<file path="config.mk">
export PLATFORM = sky130hd
export DESIGN_NAME = fifo_enq_arbiter
export DESIGN_NICKNAME = d
export VERILOG_FILES = /design/src/rtl/fifo_enq_arbiter.sv
export SDC_FILE = /design/constraint.sdc
export NUM_CORES = 1
export LEC_CHECK = 0
export ABC_CLOCK_PERIOD_IN_PS = 4400
export CORE_MARGIN = 8
export CORE_UTILIZATION = 50
export CTS_CLUSTER_SIZE = 8
export DETAILED_ROUTE_END_ITERATION = 7
export DONT_BUFFER_PORTS = 1
export SETUP_SLACK_MARGIN = 0.2
export SYNTH_ARGS = -nofsm -noshare
export SYNTH_HDL_FRONTEND = slang
export SYNTH_SLANG_ARGS = --single-unit
</file>
<file path="constraint.sdc">
create_clock -name CLK -period 4.4 [get_ports CLK]
set_clock_uncertainty 0.2 [all_clocks]
set_input_delay 0.88 -clock CLK [delete_from_list [all_inputs] [get_ports CLK]]
set_output_delay 0.88 -clock CLK [all_outputs]
set_load 0.02 [all_outputs]
</file>
<file path="src/rtl/fifo_enq_arbiter.sv">
// Burst-fair arbiter feeding a single-entry downstream FIFO.
// Grant is combinational; ownership state lets one requester take up to BURST
// consecutive transfers before the round-robin pointer moves on.
module fifo_enq_arbiter #(
  parameter int width = 32,
  parameter int NREQ  = 4,
  parameter int BURST = 2
) (
  input  logic                     CLK,
  input  logic                     RST,
  input  logic [NREQ-1:0]          req_enq_ena,
  input  logic [NREQ*width-1:0]    req_enq_v,
  output logic [NREQ-1:0]          req_enq_rdy,
  output logic                     out_enq_ena,
  output logic [width-1:0]         out_enq_v,
  input  logic                     out_enq_rdy,
  output logic [$clog2(NREQ)-1:0]  out_tag
);

  localparam int TW = $clog2(NREQ);
  localparam logic [TW:0]   NREQ_W  = (TW+1)'(NREQ);
  localparam logic [TW-1:0] LAST_W  = TW'(NREQ - 1);
  localparam logic [3:0]    BURST_W = 4'(BURST);

  logic [TW-1:0] ptr_r;
  logic          owner_valid_r;
  logic [TW-1:0] owner_r;
  logic [3:0]    cnt_r;

  logic          found_s;
  logic [TW-1:0] grant_s;
  logic          xfer_s;
  logic [TW:0]   sum_s;
  logic [TW-1:0] idx_s;

  function automatic logic [TW-1:0] wrap_inc(input logic [TW-1:0] x);
    logic [TW-1:0] r;
    if (x == LAST_W) begin
      r = {TW{1'b0}};
    end else begin
      r = x + TW'(1);
    end
    return r;
  endfunction

  // Grant selection: a live owner wins, else first requester from ptr upward.
  always_comb begin
    found_s = 1'b0;
    grant_s = {TW{1'b0}};
    sum_s   = {(TW+1){1'b0}};
    idx_s   = {TW{1'b0}};
    if (owner_valid_r && req_enq_ena[owner_r]) begin
      found_s = 1'b1;
      grant_s = owner_r;
    end else begin
      for (int k = 0; k < NREQ; k++) begin
        sum_s = {1'b0, ptr_r} + (TW+1)'(k);
        if (sum_s >= NREQ_W) begin
          idx_s = TW'(sum_s - NREQ_W);
        end else begin
          idx_s = sum_s[TW-1:0];
        end
        if (!found_s && req_enq_ena[idx_s]) begin
          found_s = 1'b1;
          grant_s = idx_s;
        end else begin
          found_s = found_s;
        end
      end
    end
  end

  assign xfer_s = found_s & out_enq_rdy;

  // Output steering: value, tag and the one-hot accept go to the granted requester.
  always_comb begin
    out_enq_ena = xfer_s;
    out_enq_v   = {width{1'b0}};
    req_enq_rdy = {NREQ{1'b0}};
    if (found_s) begin
      out_tag = grant_s;
    end else begin
      out_tag = {TW{1'b0}};
    end
    for (int i = 0; i < NREQ; i++) begin
      if (found_s && (grant_s == TW'(i))) begin
        out_enq_v      = req_enq_v[i*width +: width];
        req_enq_rdy[i] = out_enq_rdy;
      end else begin
        req_enq_rdy[i] = 1'b0;
      end
    end
  end

  // Ownership / burst state update; a stall with the owner still asking holds everything.
  always_ff @(posedge CLK) begin
    if (RST) begin
      ptr_r         <= {TW{1'b0}};
      owner_valid_r <= 1'b0;
      owner_r       <= {TW{1'b0}};
      cnt_r         <= 4'd0;
    end else if (xfer_s) begin
      if (owner_valid_r && (grant_s == owner_r)) begin
        if ((cnt_r + 4'd1) == BURST_W) begin
          owner_valid_r <= 1'b0;
          cnt_r         <= 4'd0;
          ptr_r         <= wrap_inc(grant_s);
        end else begin
          cnt_r <= cnt_r + 4'd1;
        end
      end else if (BURST == 1) begin
        ptr_r         <= wrap_inc(grant_s);
        owner_valid_r <= 1'b0;
        cnt_r         <= 4'd0;
      end else begin
        owner_r       <= grant_s;
        owner_valid_r <= 1'b1;
        cnt_r         <= 4'd1;
      end
    end else if (owner_valid_r && !req_enq_ena[owner_r]) begin
      ptr_r         <= wrap_inc(owner_r);
      owner_valid_r <= 1'b0;
      cnt_r         <= 4'd0;
    end else begin
      cnt_r <= cnt_r;
    end
  end

endmodule

</file>
; After elaboration in Yosys (flattened, before gate mapping)
; Index checks and enable logic that the tools add are counted.
; Widths: inputs -> output; s select.
[op_classes]
n_addsub = 10
magnitude_cmp = 9
eq_ne = 9
n_mux = 54
bitwise = 2
n_reduce_logical = 19
[op_table]
columns = operator, n
row1 = $mux 32, 4
row2 = $mux 2, 20
row3 = $mux 1, 21
row4 = $mux 4, 4
row5 = $lt 2x3->1 const B, 5
row6 = $bmux 1 s2, 5
row7 = $logic_and 1x1->1, 10
row8 = $ge 3x3->1 const B, 3
row9 = $sub 2x1->2 const B, 4
row10 = $add 2x2->3 const B, 2
row11 = $eq 2x2->1 const B, 3
row12 = $add 2x1->2 const B, 2
row13 = $add 4x1->4 const B, 1
row14 = $eq 4x2->1 const B, 1
row15 = $logic_not 1->1, 4
row16 = $ne 2x1->1 const B, 2
row17 = $reduce_and 2->1, 2
row18 = $add 2x1->3 const B, 1
row19 = $ge 2x3->1 const B, 1
row20 = $ne 3x2->1 const B, 1
row21 = $reduce_and 3->1, 1
row22 = $eq 2x1->1 const B, 1
row23 = $eq 2x2->1, 1
row24 = $logic_not 2->1, 1
row25 = 3 further kinds, 3
[totals]
reg_bits = 9
inputBits = 135
output_inout_bits = 39
elab_cells = 107

; Depth between registers and ports, before layout
[depth]
word_depth = 26
depth_mapped = 14
ltp_nobuf = 11

; Worst setup path before layout
; No wires, ideal clock.
[synth_path]
path_kind = in2out
start = in req_enq_ena[3]
end = out out_enq_v[10]
arrival_time_ns = 3.432
t_required_ns = 3.320
slack_ns = -0.112
path_stages = 12
path_buffers = 1
cell_sequence = mux4_2 -> nand2_1 -> nand3_1 -> o21ai_0 -> inv_1 -> ha_1 -> nor3b_1 -> clkbuf_1 -> a22oi_1 -> nand2_1 -> o21ai_0 -> o21ai_0
[synth_via]
elab_chain_len = 22
elab_cells_between_ends = 42
cone_classes = eq/ne: 3 / mux: 27 / reduce/logical: 12
[synth_rtl]
columns = item, line
row1 = start: declaration, 11  ; input logic [NREQ-1:0] req_enq_ena,
row2 = $bmux 1 s2, 63  ; if (!found_s && req_enq_ena[idx_s]) begin
row3 = $mux 1 (not written as such), 63
row4 = $mux 1, 63
row5 = $mux 1, 52  ; if (owner_valid_r && req_enq_ena[owner_r]) begin
row6 = $logic_not 1->1, 63
row7 = $logic_and 1x1->1, 63
row8 = $mux 1, 63
row9 = $mux 1, 52
row10 = (+5 left out), --
row11 = $logic_and 1x1->1, 63
row12 = $mux 2, 63
row13 = $mux 2 *, 52
row14 = via grant_s[1], 31  ; logic [TW-1:0] grant_s;
row15 = $logic_not 2->1, 86  ; if (found_s && (grant_s == TW'(i))) begin
row16 = $logic_and 1x1->1, 86
row17 = $mux 32 (3 in series), 86
row18 = $mux 32 *, 86
row19 = end: declaration, 15  ; output logic [width-1:0] out_enq_v,
; The timed path passes the listed nets; every way through them passes the cells marked *. The select of a mux whose other input is x is not followed.

; Final worst setup path
[layout_path]
start = in req_enq_ena[3]
end = out out_enq_v[0]
; The elaborated chain is that of the path after synthesis.

==> summary.md <==
| Metric | Value |
|---|---|
| Status | `complete, no violations` |
| Antenna fix cells | `0` |
| Tot GR Track Use | `a little over a fifth` |
| Fin worst setup slack | `roughly 0.30 ns` |
| Mux cell area share after synthesis | `4.31%` |
| Pre-CTS setup slack | `-0.301 ns` |
| Row count | `22` |
| CTS clk-pin slew, worst paths | `around 0.060 ns` |
| Starting Density | `51.1%` |
| Final worst path period share | `93.2%` |
| Detailed-routing iteration count for the pre-antenna-repair pass | `5` |
| CP endpoint kind | `output pin` |
| Number of setup violations in the final report | `0` |
| First-pass GRT wire length | `approximately 11000 microns` |
| Largest family of logic cells by synthesized area | `compound AO/OA/AOI/OAI gates` |
| Vias in the first global route | `a little under 2000` |
| Clock sink total | `9` |
| Synth Instances | `300` |
| Commonest non-fill, non-tap cell in the layout | `nand2_1` |
| Compound-gate portion of the synthesized area | `43.9%` |
| Full die area | `0.00585 sq mm` |
| Final Max Slew Viols | `0` |
| CTS Hold Bufs | `0` |
| Adder-Cell Fraction of Synth Area | `roughly 4.8%` |
| Maximum vdd drop | `0.181 mV` |
| Post-DP Area | `0.00207 sq mm` |
| Detail Route Antenna Nets | `0` |
| Final Wtd Congestion | `0.860` |
| Worst EP required | `~3.3 ns` |
| Final Power | `~760 uW` |
| Area of the multi-input gates | `roughly 0.0017 sq mm` |
| Commonest non-fill, non-tap cells in the layout | `nand2_1 (72), o21ai_0 (34), o21ai_2 (32), a22oi_1 (31), buf_4 (13)` |
| Drt first-iter violations | `~140` |
| CP Data Arrival Time | `3.02 ns` |
| Max-cap violations | `0` |
| Hold Fails Final Rpt | `0` |
| Via-per-instance ratio | `about 6.3` |
| Routed Wire Length | `between 7000 and 8000 microns` |
| RSZ-0062 raised after global routing | `yes` |
| Syn_area_per_cell | `6.10 sq um` |
| Relative slew margins | `about half` |
| Final core utilization | `around 62%` |
| Input/output buffers | `0` |
| Core area | `about 0.0036 sq mm` |
| H-tree levels | `1` |
| Hold Crit Class | `reg2reg` |
| Kind of critical path | `in2out` |
| Initial antenna violation count | `0` |
| Ports | `about 170` |
| Worst Tran Pin Value | `~0.77 ns` |
| Register area | `181 sq um` |
| Final HPWL DP | `between 5000 and 6000 microns` |
| Syn_nets | `around 440` |
| Syn-to-layout area delta | `21.9%` |
| Final nets | `443` |
| Crit path max fanout | `8` |
| CTS tree | `built` |
| Worst-skew pair later-pin latency | `between 0.2 and 0.3 ns` |
| Synth Register Bits | `9` |
| Ys Warns | `0` |
| Die height | `approximately 76 microns` |
| Hold slack | `roughly 0.3 ns` |
| Bufs on Longest Clock Path | `2` |
| CP Launch Type | `input pin` |
| CTS root buf | `clkbuf_4` |
| Reg-to-reg setup timing slack | `1.83 ns` |
| Die W | `approximately 76 microns` |
| Post-Synth Simple-Gate Area | `between 30% and 40%` |
| Sequential fraction of the synthesis area | `around a tenth` |
| Fmax | `between 200 and 250 MHz` |
| DRC errors left | `0` |
| Xor-xnor portion of the synthesized cell area | `0%` |
| Vias | `~2200` |
| Yosys cell types | `between 40 and 50` |
| P per Cell Area | `343 mW/mm^2` |
| Final critical-path required period | `between 4 and 5 ns` |
| Share of cells above drive strength 1 | `25.7%` |
| Post-Syn Area | `about 0.0018 sq mm` |
| Wire per inst | `21.1 microns` |
| Fillcell total | `roughly 330` |
| Largest net degree at the start of global routing | `65` |
| GRT overflow | `0` |
| Design area | `roughly 0.0022 sq mm` |
| Leakage | `about 0.88 nW` |
| Total CTS buffers | `3` |
-- synth_stat cells, drive strengths merged --
| master | count | share of area, % |
|---|---|---|
| and2b | 1 | 0.41 |
| a21boi | 1 | 0.41 |
| mux4 | 1 | 1.2 |
| a21oi | 9 | 2.5 |
| nand4 | 2 | 0.68 |
| nor2 | 7 | 1.4 |
| o311ai | 2 | 1.4 |
| dfxtp | 9 | 9.8 |
| a211oi | 3 | 1.2 |
| or2b | 1 | 0.62 |
| o22a | 1 | 0.48 |
| a22oi | 32 | 13 |
| mux2 | 2 | 1.4 |
| o31ai | 3 | 1.2 |
| o22ai | 1 | 0.34 |
| ha | 7 | 4.8 |
| nand3 | 4 | 1.4 |
| a211o | 1 | 0.48 |
| nor2b | 4 | 1.5 |
| o211ai | 1 | 0.41 |
| nor4b | 1 | 0.48 |
| or3 | 1 | 0.34 |
| mux2i | 3 | 1.6 |
| inv | 8 | 1.6 |
| o21ai | 70 | 19 |
| nand2b | 6 | 2.1 |
| o41ai | 1 | 0.48 |
| o21a | 2 | 0.82 |
| clkbuf | 20 | 4.1 |
| and2 | 4 | 1.4 |
| nor3b | 2 | 1.1 |
| buf | 5 | 1.2 |
| or4 | 1 | 0.41 |
| nor4 | 3 | 1.8 |
| and3 | 1 | 0.34 |
| o2bb2ai | 1 | 0.82 |
| o211a | 2 | 1.1 |
| nand2 | 73 | 15 |
| or3b | 1 | 0.48 |
| nor3 | 3 | 0.82 |
-- state kept, by name (all words and copies together) (netlist names) --
register       cells
cnt_r              4
owner_r            2
ptr_r              2
owner_valid_r      1
-- per-layer routing --
layer / track usage (%) / share of wire (%) / wire (microns)
met4: 2.12 / 0.068 / 5
met5: 0 / 0 / 0
met3: 7.19 / 10 / 742
met2: 39.0 / 51 / 3780
met1: 25.5 / 38 / 2820
-- logic make-up (layout without fill, tap and decap cells) --
logic type	count (synthesis)	count (layout)
buffers and inverters	33	32
AND/OR/NAND/NOR	115	116
flip-flops	9	9
multiplexers	6	6
adder cells (fa/ha/maj)	7	7
AO/OA/AOI/OAI	130	130
-- where the power goes --
| part | total, mW | leakage, nW | internal (mW) | switching [mW] |
|---|---|---|---|---|
| combinational | 0.604 | 0.786 | 0.222 | 0.383 |
| sequential | 0.0978 | 0.0741 | 0.0880 | 0.00977 |
| clock | 0.0625 | 0.0150 | 0.0349 | 0.0276 |
| total | 0.765 | 0.875 | 0.345 | 0.420 |
-- stage by stage --
stage	TNS (ns)	cells
6_report	0	348
5_1_grt	0	348
4_1_cts	0	343
3_5_place_dp	-7.53	338
3_3_place_gp	-4.80	338
2_1_floorplan	0	300
-- worst max-delay path: stages --
cell	delay, ns
mux4_2	0.47
nand2_2	0.09
buf_4	0.11
nand3_1	0.10
o21ai_2	0.10
inv_2	0.07
ha_4	0.18
nor3b_4	0.18
buf_6	0.16
buf_12	0.13
a22oi_2	0.05
nand2_1	0.08
o21ai_0	0.07
o21ai_0	0.18
buf_4	0.17
-- layout make-up --
type	count	area share (%)
clock buffer	4	1.18
inverter	8	1.35
multi-input combinational	259	76.3
sequential	9	8.14
tap	48	2.69
timing repair buffer	20	10.3
-- worst paths after layout --
kind	startpoint	to	cells after the start
min reg2reg	cnt_r[1]$_SDFFE_PP0P_	cnt_r[1]$_SDFFE_PP0P_	2
max reg2reg	cnt_r[0]$_SDFFE_PP0P_	ptr_r[1]$_SDFFE_PP0P_	7
max	req_enq_ena[3]	out_enq_v[0]	15
min	cnt_r[1]$_SDFFE_PP0P_	cnt_r[1]$_SDFFE_PP0P_	2
-- repair_timing --
item / in CTS / in global routing
endpoints found under the setup margin: 32 / 32
resized for setup: 2 / 16
buffers inserted: 0 / 2
gates cloned: 1 / 3
pin swaps: 0 / 7
(Power assumes the default switching activity.)
==> variant 1: new RTL, config.mk and constraints unchanged <==
Change the parameter `NREQ` from 4 to 2.
--- a/src/rtl/fifo_enq_arbiter.sv
+++ b/src/rtl/fifo_enq_arbiter.sv
@@ -3,7 +3,7 @@
 // consecutive transfers before the round-robin pointer moves on.
 module fifo_enq_arbiter #(
   parameter int width = 32,
-  parameter int NREQ  = 4,
+  parameter int NREQ  = 2,
   parameter int BURST = 2
 ) (
   input  logic                     CLK,
Interface: changed (resized out_tag, req_enq_ena, req_enq_rdy and req_enq_v); port bits go from 174 to 105. The function was not compared with the original's and may differ.
==> variant 1 against the original RTL <==
- non-clock buffer count fell by 19
- area after synthesis down 54%
- final area shrank 62%
- via count fell by 61%
- highest routed layer unchanged
- sequential cell count fell by 2
- die area decreased by 44%
- critical path depth down 12
- wire length is 60% lower
- setup slack better by 0.77 ns
- critical endpoint unchanged
- register-to-register slack improved by 0.60 ns
- sequential power down 26%
- power shrank 68%
==> variant 1: results (changes against the original RTL) <==
| Metric | Value |
|---|---|
| Status | `completed (unchanged)` |
| Largest fanout on the critical path | `33 (was 8)` |
| Register bit total from synthesis | `7 (was 9)` |
| P per Cell Area | `286 nW/um^2 (was 343 nW/um^2)` |
| Main area contributors after synthesis | `a22o_1 33%, dfxtp_1 17%, a21oi_1 5.9% (was o21ai_0 19%, nand2_1 15%, a22oi_1 13%)` |
| Non-clk bufs | `1 (was 20)` |
| Static Leak | `0.343 nW (was 0.875 nW)` |
| Inverters | `4 (was 8)` |
| Largest net degree at the start of global routing | `35 (was 65)` |
| Final Non-Filler Cells | `117 (was 348)` |
| Vias in the first global route | `840 (was 1982)` |
| Crit-path leading delay family | `compound AO/OA/AOI/OAI gates (was buffers and inverters)` |
| # fillers | `160 (was 332)` |
| First-pass DRT Iterations | `4 (was 5)` |
| Share of cells above drive strength 1 | `9.00% (was 25.7%)` |
| Worst Slack Setup Final | `1.07 ns (was 0.299 ns)` |
| Clock-cell share of area | `3.23% (was 1.18%)` |
| Via density | `7.36 (was 6.34)` |
| Commonest cells post-synth | `32 x a22o_1, 10 x a21oi_1, 8 x buf_2, 7 x dfxtp_1, 5 x nor2_1 (was 73 x nand2_1, 70 x o21ai_0, 32 x a22oi_1, 20 x clkbuf_1)` |
| GR Util met1 | `15.5% (was 25.5%)` |
| Post-DP Area | `826 um^2 (was 2070 um^2)` |
| Grt met2 use | `28.8% (was 39.0%)` |
| First-pass GRT wire length | `4.33 mm (was 10.9 mm)` |
| Comb pwr | `0.000113 W (was 0.000604 W)` |
| Nets | `172 (was 443)` |
| Synth Net Count | `175 (was 442)` |
| Met3 wire len | `376 um (was 742 um)` |
| DP HPWL | `2.58 mm (was 5.79 mm)` |
| Critical path arrival | `2.25 ns (was 3.02 ns)` |
| Max stage delay cell, worst path | `o21a_1 (was mux4_2)` |
| Worst Tran Pin Value | `0.945 ns (was 0.767 ns)` |
| Routed len/inst | `25.3 um (was 21.1 um)` |
[variant 1: changes by cell type after synthesis, sizes merged, moves of 5 or more]
| cell | unedited run | this run |
|---|---|---|
| nand2 | 73 | 4 |
| o21ai | 70 | 2 |
| a22o | 0 | 32 |
| a22oi | 32 | 0 |
| clkbuf | 20 | 0 |
| nand2b | 6 | 0 |
| ha | 7 | 2 |
[variant 1: cell families (layout without fill, tap and decap cells)]
group	count (synthesis)	in the layout	synth area share, %
AO/OA/AOI/OAI	57	57	54.7
adder cells (fa/ha/maj)	2	2	2.95
buffers and inverters	13	9	7.82
flip-flops	7	7	16.5
multiplexers	2	2	2.36
AND/OR/NAND/NOR	23	23	15.6
[variant 1: path summary, 6_finish.rpt]
path         cells after the start           end           from
min                              2      cnt_r[1]       cnt_r[1]
max                              3  out_enq_v[0]  owner_valid_r
max reg2reg                      6         ptr_r       cnt_r[0]
min reg2reg                      2      cnt_r[1]       cnt_r[1]
==> variant 2: new RTL, same flow settings <==
Made on the original files. Reset style: asynchronous (`RST`), changed in one clocked block.
--- a/src/rtl/fifo_enq_arbiter.sv
+++ b/src/rtl/fifo_enq_arbiter.sv
@@ -93,7 +93,7 @@
   end
 
   // Ownership / burst state update; a stall with the owner still asking holds everything.
-  always_ff @(posedge CLK) begin
+  always_ff @(posedge CLK or posedge RST) begin
     if (RST) begin
       ptr_r         <= {TW{1'b0}};
       owner_valid_r <= 1'b0;
Function: differs if RST is asserted again (counterexample within 4 cycles, from zero or initial values and one cycle with RST high); with RST held inactive, the same outputs for 10 cycles.
==> variant 2 against the original RTL <==
- maximum frequency is 0.62% lower
- area after synthesis is 5.3% higher
- register-to-register slack better by 0.18 ns
- utilization is 3.4 points higher
- sequential cell count stayed put
- die area is 4.2% higher
- final area is 8.6% higher
- first-iteration DRC count is 49% lower
- setup slack worse by 0.026 ns
- wire length is 3.5% higher
- largest cell class unchanged
- highest routed layer unchanged
Power is left out: it rests on default switching activity, and per cell area and clock period it moved more than threefold.
==> variant 2: results (changes against the original RTL) <==
| Metric | Value |
|---|---|
| Worst-path clk slew | `0.05 ns` |
| GR met3 Demand/Resource | `8.66% (was 7.19%)` |
| Commonest cells post-synth | `37 x nand2_1, 35 x nor2_1, 35 x o31ai_1, 30 x a221oi_2, 10 x buf_2 (was 73 x nand2_1, 70 x o21ai_0, 32 x a22oi_1, 20 x clkbuf_1)` |
| Min cycle time layout | `4.13 ns (was 4.10 ns)` |
| Inserted Clock Buffers | `3 (unchanged)` |
| Routed len/inst | `24.3 um (was 21.1 um)` |
| Synth Flop Type | `dfrtp_1 (was dfxtp_1)` |
| GR Util met1 | `22.8% (was 25.5%)` |
| DP HPWL | `6.11 mm (was 5.79 mm)` |
| Fin Hold WS | `0.288 ns (was 0.301 ns)` |
| Post-synthesis cell count | `242 (was 300)` |
| Status | `completed (unchanged)` |
| Pre-CTS setup slack | `-0.00578 ns (was -0.301 ns)` |
| Largest fanout on the critical path | `12 (was 8)` |
| Worst R2R Path Depth | `6 (was 7)` |
| Distinct cells, synth | `42 (was 48)` |
| Sequential cell area fraction in the yosys report | `11.7% (was 9.85%)` |
| Largest net degree at the start of global routing | `41 (was 65)` |
| Gr usage total | `21.6% (was 21.9%)` |
| Root buf cell | `clkbuf_8 (was clkbuf_4)` |
| Synth Net Count | `384 (was 442)` |
| First-pass DRT Iterations | `4 (was 5)` |
| Routability cong. | `0.860 (about the same)` |
| Vias in the first global route | `2181 (was 1982)` |
| Via density | `6.82 (was 6.34)` |
| Via count | `2134 (was 2205)` |
| # fillers | `335 (was 332)` |
| First-pass GRT wire length | `11.2 mm (was 10.9 mm)` |
| Initial DRC Count | `71 (was 139)` |
| Share of cells above drive strength 1 | `39.2% (was 25.7%)` |
| Nets | `408 (was 443)` |
| Post-synth ARST share | `100% (was 0%)` |
| Worst Tran Pin Value | `0.841 ns (was 0.767 ns)` |
| Worst reg2reg setup slack | `2.01 ns (was 1.83 ns)` |
| Worst flop-to-flop path startpoint | `owner_r[0] (was cnt_r[0])` |
| Grt met2 use | `39.6% (was 39.0%)` |
| Placed instance count | `306 (was 338)` |
| Tightest Hold Check Type | `input port to async pin (was flip-flop to flip-flop)` |
| Worst-Skew Late Latency | `0.23 ns (was 0.26 ns)` |
| Main area contributors after synthesis | `a221oi_2 23%, o31ai_1 14%, dfrtp_1 12% (was o21ai_0 19%, nand2_1 15%, a22oi_1 13%)` |
## variant 2: cell types whose count changed after synthesis, moves of 5 or more
cell      unedited run  this run
o21ai_0             70         6
nand2_1             73        37
o31ai_1              3        35
a22oi_1             32         1
a221oi_2             0        30
nor2_1               7        35
clkbuf_1            20         4
dfrtp_1              0         9
dfxtp_1              9         0
buf_2                2        10
buf_6                0         7
a21oi_1              9         4
## variant 2: path summary, 6_finish.rpt
kind / to
min in group CLK: cnt_r[3]
max in group asynchronous: cnt_r[3]
max reg2reg: ptr_r[1]
min reg2reg: cnt_r[3]
max: out_enq_v[0]
min: owner_r[1]
## variant 2: layer usage
| metal | part of all wire (%) | wire [um] | up-vias |
|---|---|---|---|
| met3 | 11 | 868 | 12 |
| met4 | 1.4 | 107 | 0 |
| li1 | - | - | 972 |
| met1 | 35 | 2700 | 1020 |
| met5 | 0 | 0 | - |
| met2 | 52 | 3930 | 130 |
## variant 2: cell type report
cell class | instances | share of cell area, %
Multi-Input combinational cell | 203 | 68.0
Timing Repair Buffer | 42 | 17.3
Sequential cell | 9 | 9.30
Tap cell | 48 | 2.48
Clock buffer | 4 | 1.86
Inverter | 7 | 1.08
## variant 2: stage by stage
step | setup TNS, ns | utilization (%) | area (um^2)
detailed placement | -0.00578 | 60.4 | 2230
CTS | 0 | 63.9 | 2360
global route | 0 | 65.7 | 2420
global placement | 0 | 60.4 | 2230
floorplan | 0 | - | 1970
finish | 0 | 65.7 | 2420
## variant 2: cells by family (layout without fill, tap and decap cells)
family	count (synthesis)	count (layout)	share of synthesized area, %
AO/OA/AOI/OAI	92	92	46.9
AND/OR/NAND/NOR	96	96	22.7
buffers and inverters	30	53	9.22
XOR/XNOR	1	1	0.455
flip-flops	9	9	11.7
multiplexers	7	7	4.48
adder cells (fa/ha/maj)	7	7	4.55
## variant 2: critical path: stages
cell,delay [ns]
mux4_2,0.50
and2_4,0.20
o31a_1,0.32
ha_1,0.23
and3b_2,0.24
buf_6,0.17
a221oi_4,0.24
o31ai_1,0.10
buf_4,0.17
## variant 2: what timing repair did
action	CTS	global route
hold buffers	0	0
endpoints found under the setup margin	32	20
cloned	0	1
buffers inserted	2	0
pin swaps	2	0
gates resized for setup	9	9
